### src/rtl/arm_sequencer_if.sv
// Bus between the sequencer and its surroundings (instruction memory, datapath flags, ALU).
//   imem_data/imem_valid : fetched instruction word and its valid strobe
//   zero_flag            : datapath Rd==0 flag, meaningful in EXEC1 of a branch
//   resume               : request to leave HALT
//   imem_addr            : instruction address (the PC)
//   inst                 : instruction register, decoded by the ALU
//   state                : one-hot FETCH/EXEC1/EXEC2, all-zero for HALT
//   halted               : high while in HALT
//   retired              : completed-instruction count
// modport slave is the sequencer side, modport master is the environment side.
interface arm_sequencer_if #(
  parameter int unsigned PC_W = 8
);
  logic [15:0]     imem_data;
  logic            imem_valid;
  logic            zero_flag;
  logic            resume;
  logic [PC_W-1:0] imem_addr;
  logic [15:0]     inst;
  logic [2:0]      state;
  logic            halted;
  logic [15:0]     retired;

  modport slave (
    input  imem_data,
    input  imem_valid,
    input  zero_flag,
    input  resume,
    output imem_addr,
    output inst,
    output state,
    output halted,
    output retired
  );

  modport master (
    output imem_data,
    output imem_valid,
    output zero_flag,
    output resume,
    input  imem_addr,
    input  inst,
    input  state,
    input  halted,
    input  retired
  );
endinterface

### src/rtl/arm_sequencer.sv
// Control sequencer for the non-pipelined Harvard CPU. Fetches an instruction into the IR,
// steps the one-hot FETCH/EXEC1/EXEC2 state for the ALU, and owns the PC (increment, jump,
// zero-conditional relative branch), HALT/resume and the retired-instruction counter.
// Ports:
//   clk : clock, all state updates on the rising edge
//   rst : synchronous active-high reset
//   bus : arm_sequencer_if.slave (imem_data/imem_valid/zero_flag/resume in;
//         imem_addr/inst/state/halted/retired out)
// PC_W must be between 1 and 16.
module arm_sequencer #(
  parameter int unsigned     PC_W     = 8,
  parameter logic [PC_W-1:0] RESET_PC = '0
) (
  input logic          clk,
  input logic          rst,
  arm_sequencer_if.slave bus
);

  typedef enum logic [2:0] {
    StHalt  = 3'b000,
    StFetch = 3'b001,
    StExec1 = 3'b010,
    StExec2 = 3'b100
  } state_e;

  localparam logic [3:0] OpJump   = 4'b0001;
  localparam logic [3:0] OpBranch = 4'b0100;
  localparam logic [3:0] OpHalt   = 4'b0101;
  localparam logic [3:0] OpLdr    = 4'b1110;

  state_e          state_q;
  logic [PC_W-1:0] pc_q;
  logic [15:0]     inst_q;
  logic [15:0]     retired_q;

  logic [3:0]      opcode;
  logic [PC_W-1:0] branch_off;
  logic [PC_W-1:0] branch_target;
  logic [PC_W-1:0] jump_target;

  always_comb begin
    opcode        = inst_q[15:12];
    // Sign-extend the 8-bit offset, then truncate to PC width so arithmetic wraps mod 2^PC_W.
    branch_off    = PC_W'({{8{inst_q[7]}}, inst_q[7:0]});
    branch_target = pc_q + branch_off;
    jump_target   = inst_q[PC_W-1:0];
  end

  always_ff @(posedge clk) begin
    if (rst) begin
      state_q   <= StFetch;
      pc_q      <= RESET_PC;
      inst_q    <= '0;
      retired_q <= '0;
    end else begin
      case (state_q)
        StFetch: begin
          if (bus.imem_valid) begin
            inst_q  <= bus.imem_data;
            pc_q    <= pc_q + PC_W'(1);
            state_q <= StExec1;
          end
        end
        StExec1: begin
          if (opcode == OpLdr) begin
            state_q <= StExec2;
          end else begin
            // Every non-ldr instruction, halt included, completes here.
            retired_q <= retired_q + 16'd1;
            state_q   <= (opcode == OpHalt) ? StHalt : StFetch;
            if (opcode == OpJump) begin
              pc_q <= jump_target;
            end else if ((opcode == OpBranch) && bus.zero_flag) begin
              pc_q <= branch_target;
            end
          end
        end
        StExec2: begin
          retired_q <= retired_q + 16'd1;
          state_q   <= StFetch;
        end
        StHalt: begin
          if (bus.resume) begin
            state_q <= StFetch;
          end
        end
        // Any non-one-hot encoding recovers to FETCH.
        default: state_q <= StFetch;
      endcase
    end
  end

  assign bus.imem_addr = pc_q;
  assign bus.inst      = inst_q;
  assign bus.state     = state_q;
  assign bus.halted    = (state_q == StHalt);
  assign bus.retired   = retired_q;

endmodule

### src/flat_wrapper.sv
// flat-port wrapper written by rule: the top's interface ports become plain ports
module arm_sequencer_flat 
#(
  parameter int unsigned     PC_W     = 8,
  parameter logic [PC_W-1:0] RESET_PC = '0
)
  (clk, rst, bus_imem_data, bus_imem_valid, bus_zero_flag, bus_resume, bus_imem_addr, bus_inst, bus_state, bus_halted, bus_retired);
  arm_sequencer_if #(.PC_W(PC_W)) bus_i ();
  input logic clk;
  input logic rst;
  input wire logic [$bits(bus_i.imem_data)-1:0] bus_imem_data;
  input wire logic [$bits(bus_i.imem_valid)-1:0] bus_imem_valid;
  input wire logic [$bits(bus_i.zero_flag)-1:0] bus_zero_flag;
  input wire logic [$bits(bus_i.resume)-1:0] bus_resume;
  output wire logic [$bits(bus_i.imem_addr)-1:0] bus_imem_addr;
  output wire logic [$bits(bus_i.inst)-1:0] bus_inst;
  output wire logic [$bits(bus_i.state)-1:0] bus_state;
  output wire logic [$bits(bus_i.halted)-1:0] bus_halted;
  output wire logic [$bits(bus_i.retired)-1:0] bus_retired;
  assign bus_i.imem_data = bus_imem_data;
  assign bus_i.imem_valid = bus_imem_valid;
  assign bus_i.zero_flag = bus_zero_flag;
  assign bus_i.resume = bus_resume;
  assign bus_imem_addr = bus_i.imem_addr;
  assign bus_inst = bus_i.inst;
  assign bus_state = bus_i.state;
  assign bus_halted = bus_i.halted;
  assign bus_retired = bus_i.retired;
  arm_sequencer #(.PC_W(PC_W), .RESET_PC(RESET_PC)) u_core (.clk(clk), .rst(rst), .bus(bus_i));
endmodule
### config.mk
export PLATFORM = sky130hd
export DESIGN_NAME = arm_sequencer_flat
export DESIGN_NICKNAME = d
export VERILOG_FILES = /design/src/rtl/arm_sequencer_if.sv /design/src/rtl/arm_sequencer.sv /design/src/flat_wrapper.sv
export SDC_FILE = /design/constraint.sdc
export NUM_CORES = 1
export LEC_CHECK = 0
export CAP_MARGIN = 20
export CORE_ASPECT_RATIO = 1.2
export CORE_UTILIZATION = 29
export DETAILED_ROUTE_END_ITERATION = 8
export SYNTH_ARGS = -nofsm -noshare
export SYNTH_HDL_FRONTEND = slang
export SYNTH_SLANG_ARGS = --single-unit
### constraint.sdc
create_clock -name clk -period 5.5 [get_ports clk]
set_clock_uncertainty 0.15 [all_clocks]
set_input_delay 1.375 -clock clk [delete_from_list [all_inputs] [get_ports clk]]
set_output_delay 1.375 -clock clk [all_outputs]
set_load 0.02 [all_outputs]
==> results of run 1 <==
==> placed cells by master, fill, tap and decap left out, types with 3 or more instances in the layout <==
master           count
nand2_1             50
a21oi_1             30
clkbuf_8             6
o21ai_0             10
nor3_1               8
clkdlybuf4s50_1     64
xor2_1               3
a211oi_1             5
nor4b_1              3
and3_1               5
xnor2_1             16
dfxtp_1             43
ha_1                 9
a31oi_1              3
nor4_1               8
nand3_1             12
nor2_1              26
and4_1               3
inv_1                6
nand4_1              4
==> per-layer routing <==
| layer | GRT usage (%) | share of wire (%) |
|---|---|---|
| met1 | 20.6 | 46 |
| met5 | 0 | 0 |
| met2 | 25.7 | 46 |
| met3 | 3.99 | 6.4 |
| met4 | 4.43 | 1.7 |
==> synthesized netlist by cell type (3+ instances only) <==
master / n / area share, %
nand2_1: 50 / 7.8
dfxtp_1: 43 / 36
a21oi_1: 30 / 6.3
nor2_1: 26 / 4.1
xnor2_1: 16 / 5.8
nand3_1: 12 / 2.5
clkbuf_1: 11 / 1.7
o21ai_0: 10 / 2.1
ha_1: 9 / 4.7
nor3_1: 8 / 1.7
nor4_1: 8 / 2.1
inv_1: 6 / 0.94
a211oi_1: 5 / 1.6
and3_1: 5 / 1.3
nand4_1: 4 / 1.0
a31oi_1: 3 / 0.78
and4_1: 3 / 1.1
buf_2: 3 / 0.63
nor4b_1: 3 / 1.1
xor2_1: 3 / 1.1
==> how the worst min path moves through the flow <==
stage	cells past startpoint	slack, ps	to
2_1_floorplan	2	380	u_core.bus.inst[10]
3_3_place_gp	2	300	u_core.bus.inst[9]
3_5_place_dp	2	300	u_core.bus.inst[8]
4_1_cts	2	310	u_core.bus.inst[8]
5_1_grt	2	350	u_core.bus.inst[8]
6_report	2	310	u_core.bus.inst[10]
==> final cells by class <==
type | instances | area share [%]
Tap cell | 92 | 3.57
Sequential cell | 43 | 26.7
Timing Repair Buffer | 66 | 20.3
Clock inverter | 2 | 1.09
Multi-Input combinational cell | 236 | 45.0
Inverter | 6 | 0.699
Clock buffer | 6 | 2.56
==> where the power goes <==
group,internal (mW),total [mW],switching (mW)
Clock,0.147,0.258,0.111
Sequential,0.323,0.344,0.0208
Combinational,0.0566,0.121,0.0644
Total,0.526,0.723,0.196
==> sequential cells by signal, summed over array words and instances, names as in the netlist <==
signal and cells:
u_core.bus.state 3, u_core.bus.inst 16, u_core.bus.retired 16, u_core.bus.imem_addr 8
==> through the flow <==
step	worst slack, ps	instance area, um2	utilization (%)	std cells
2_1_floorplan	2730	2400	-	300
3_3_place_gp	2150	3100	39.5	442
3_5_place_dp	2070	3100	39.5	442
4_1_cts	2220	3220	41.0	450
5_1_grt	2130	3220	41.1	451
6_report	2220	3220	41.1	451
==> logic make-up (layout without fill, tap and decap cells) <==
| family | Yosys count | count (layout) | share of synthesized area [%] |
|---|---|---|---|
| buffers and inverters | 21 | 80 | 3.60 |
| adders and majority gates | 10 | 10 | 5.53 |
| DFF | 43 | 43 | 35.9 |
| muxes | 1 | 1 | 0.417 |
| AOI/OAI and AO/OA | 65 | 65 | 17.4 |
| xor gates and xnor gates | 19 | 19 | 6.94 |
| and+or+nand+nor | 141 | 141 | 30.3 |
==> summary.md, run 1 <==
| Metric | Value |
|---|---|
| Outcome | complete, no violations |
| Cell variety after synth | 50 |
| Synthesized instance count | 300 |
| RSZ-0062 raised after global routing | no |
| FF+latch area | 861 um2 |
| Num ports | 65 |
| Final total power | 0.723 mW |
| WP data arrival | 1750 ps |
| Synth Cell Area | 0.00240 mm2 |
| Worst setup startpoint | u_core.bus.state[0] |
| Clk sink count | 43 |
| Post-cts resize count | 0 |
| Max Freq | 0.305 GHz |
| Worst Tran Pin Value | 1010 ps |
| Reg-to-Reg End | u_core.bus.imem_addr[6] |
| GRT Resource Usage Total | 15.7% |
| Setup TNS | 0 ps |
| Hold_sp | u_core.bus.inst[10] |
| Crit-path cells | clkdlybuf4s50_1 |
| End of the critical path | bus_state[0] |
| Worst-Skew Late Latency | 300 ps |
| Antenna Cells | 0 |
| Global-route wire length before repair | 10900 um |
| Yosys warns | 0 |
| Post-DP HPWL | 4650 um |
| Final setup vio count | 0 |
| Max-Slew Margin vs Limit | 32.3% |
| Peak VDD IR | 0.108 mV |
| Num rows | 35 |
| Total grt overflow | 0 |
| Final critical-path required period | 3280 ps |
| Main synth FF type | dfxtp_1 |
| Crit path depth | 1 |
| Final GP Congestion | 0.782 |
| Core area | 0.00784 mm2 |
| WL/cell | 14.5 um |
| CP endpoint kind | output port |
| H-tree level count | 2 |
| Setup slack, reg-to-reg | 2810 ps |
| Number of hold buffers added after CTS | 0 |
| Routed via count | 2341 |
| Sequential fraction of the synthesis area | 35.9% |
| Die width | 85.0 um |
| CP peak stage delay | 730 ps |
| Root buf cell | clkbuf_8 |
| Avg Cell Area, Syn | 8.00 um2 |
| Min-Delay Path Class | reg2reg |
| TritonCTS clock tree | built |
| Flops & latches, synth | 43 |
| Antenna Violating Nets Remaining | 0 |
| Die ar. | 0.00864 mm2 |
| Layout cells sized above 1 | 4.46% |
| Nets@finish | 389 |
| Antenna violations before repair | 0 |
| Reg clk slew, reported paths | 90 ps |
| Die height | 102 um |
| Reg2reg path depth | 8 |
| Slowest CP cell | clkdlybuf4s50_1 |
| Inserted Clock Buffers | 5 |
| Crit Path Class | reg2out |
| Vias in the first global route | 2219 |
| Max Cap Violations | 0 |
| Final Hold Vio Count | 0 |
| Largest net degree at the start of global routing | 27 |
| Post-synth EDFFs | 0 |
| Startpoint Class | flop |
| Area Growth Syn to Fin | 34.4% |
| Ys async rst share | 0% |
| Critical Path RT | 3970 ps |
| Fin crit share | 59.6% |
| DRT iter0 DRCs | 121 |
| Final WL | 6540 um |
| Critical Path Fanout Max | 18 |
| CP Buf/Inv Count | 1 |
| Final max-slew violation count | 0 |
| Static leakage | 1.11 nW |
| Layout fillers | 796 |
| Hold WS | 310 ps |
| CP top delay family | buffers and inverters |
| Residual DRC | 0 |
| Footprint of the multi-input gates | 0.00145 mm2 |
| P per Cell Area | 224 mW/mm2 |
| Vias/cell | 5.19 |
| Clock tree buffer depth | 2 |
| Initial Utilization | 30.6% |
| Post-CTS setup buffers | 0 |
| Drt pass-1 iters | 4 |
| Net Count, Synth | 331 |
| Worst r2r src | u_core.bus.imem_addr[0] |
| PortBufs | 64 |
(Power assumes the default switching activity.)
==> run 2, diff against run 1 <==
==> constraint.sdc (replaced) <==
create_clock -name clk -period 2.9 [get_ports clk]
set_clock_uncertainty 0.15 [all_clocks]
set_input_delay 0.725 -clock clk [delete_from_list [all_inputs] [get_ports clk]]
set_output_delay 0.725 -clock clk [all_outputs]
set_load 0.02 [all_outputs]
==> run 2 against run 1 <==
  * Sequential power is 88% higher
  * Die area stayed put
  * Worst setup slack worse by 1800 ps
  * Critical endpoint is now bus_halted
  * First-iteration DRC count is 21% higher
  * Wire length is 1.3% higher
  * Largest cell class unchanged
  * Count of clock-buffer cells in the layout stayed put
  * Sequential share of layout area is 0.062 points lower
==> summary.md, run 2 (same netlist as run 1, synthesis figures left out) <==
| Metric | Value |
|---|---|
| Outcome | complete, no violations |
| Total grt overflow | 0 |
| Post-cts resize count | 0 |
| Worst setup startpoint | u_core.bus.state[0] |
| Area Growth Syn to Fin | 34.7% |
| CP top delay family | buffers and inverters |
| DRT iter0 DRCs | 146 |
| Hold WS | 305 ps |
| Nets@finish | 396 |
| Die ar. | 0.00864 mm2 |
| Routed via count | 2373 |
| Vias in the first global route | 2259 |
| Reg clk slew, reported paths | 70 ps |
| Layout fillers | 785 |
| DP Area | 0.00316 mm2 |
| Final setup vio count | 0 |
| GRT Resource Usage Total | 16.3% |
| Static leakage | 1.13 nW |
| Post-route cell area | 0.00323 mm2 |
| Max-Slew Margin vs Limit | 58.5% |
| Num rows | 35 |
| Clock tree buffer depth | 2 |
| Worst Tran Pin Value | 620 ps |
| TritonCTS clock tree | built |
| Slowest CP cell | clkdlybuf4s50_1 |
| Critical Path Fanout Max | 9 |
| Inserted Clock Buffers | 5 |
| Num ports | 65 |
| Max Freq | 0.408 GHz |
| CP Buf/Inv Count | 1 |
| Most frequent cells in the layout | clkdlybuf4s50_1 (64), nand2_1 (50), dfxtp_1 (43), a21oi_1 (30), nor2_1 (26) |
| Residual DRC | 0 |
| Final Hold Vio Count | 0 |
| Final WL | 6620 um |
| Layout cells sized above 1 | 5.49% |
| WP data arrival | 1580 ps |
| Number of hold buffers added after CTS | 0 |
| Crit Path Class | reg2out |
| Post-route insts no fill | 456 |
| Crit-path cells | nor3_1 > clkdlybuf4s50_1 |
| Core Util, Final | 41.2% |
| Root buf cell | clkbuf_8 |
| CP peak stage delay | 640 ps |
| Pre-CTS setup slack | 280 ps |
| Final GP Congestion | 0.870 |
| Antenna Violating Nets Remaining | 0 |
| Die height | 102 um |
| Antenna violations before repair | 0 |
| FF+latch area | 861 um2 |
| P per Cell Area | 385 mW/mm2 |
| Clk sink count | 43 |
| Drt pass-1 iters | 4 |
| Global-route wire length before repair | 11200 um |
| Die width | 85.0 um |
| Startpoint Class | flop |
| RSZ-0062 raised after global routing | no |
| Final max-slew violation count | 0 |
| Min-Delay Path Class | reg2reg |
| H-tree level count | 2 |
| Post-DP HPWL | 4840 um |
| Cell count after placement | 450 |
| CP endpoint kind | output port |
| Critical Path RT | 2030 ps |
| Core area | 0.00784 mm2 |
| Initial Utilization | 30.6% |
| Worst-Skew Late Latency | 290 ps |
| Setup WS post-layout | 450 ps |
| Fin crit share | 84.5% |
| Worst r2r src | u_core.bus.imem_addr[1] |
| Max Cap Violations | 0 |
| Largest net degree at the start of global routing | 21 |
| Vias/cell | 5.20 |
| Final total power | 1.24 mW |
| PortBufs | 64 |
| Post-CTS setup buffers | 0 |
| Final critical-path required period | 2450 ps |
| Hold_sp | u_core.bus.inst[10] |
| Peak VDD IR | 0.192 mV |
| Most common cell after layout, fill and taps aside | clkdlybuf4s50_1 |
| Setup TNS | 0 ps |
| Footprint of the multi-input gates | 0.00145 mm2 |
| WL/cell | 14.5 um |
| Antenna Cells | 0 |
run 2: changes by cell type in the layout (fill, tap and decap cells not counted), sizes merged:
cell,delta
buf,+7
bufinv,-1
clkinv,-1
run 2: worst register-to-register path: cells and delay by family (launching register included):
family                   cells  cell delay (ps)
buffers and inverters        1              130
AO/OA/AOI/OAI                3              840
adder cells (fa/ha/maj)      1              450
AND/OR/NAND/NOR              2              230
flip-flops                   1              490
run 2: cell type report:
class	count	share of cell area, %
Tap cell	92	3.56
Multi-Input combinational cell	236	44.9
Timing Repair Buffer	73	21.9
Inverter	6	0.697
Sequential cell	43	26.6
Clock buffer	6	2.25
run 2: power breakdown:
part / internal [mW] / switching, mW
logic: 0.116 / 0.130
registers: 0.612 / 0.0336
clock network: 0.161 / 0.192
total: 0.889 / 0.356
run 2: layer usage:
layer / part of all wire (%) / vias up / GRT usage (%)
met3: 7.0 / 7 / 4.89
met2: 46 / 61 / 27.4
met4: 1.3 / 0 / 4.56
met5: 0 / - / 0
li1: - / 1204 / -
met1: 46 / 1101 / 20.2
run 2: path summary, 6_finish.rpt:
check                                               end  slack, ps  depth (start not counted)
worst max-delay path                         bus_halted        450                          2
worst min-delay path                u_core.bus.inst[10]        310                          2
worst max register to register  u_core.bus.imem_addr[4]        480                          7
worst min register to register      u_core.bus.inst[10]        310                          2
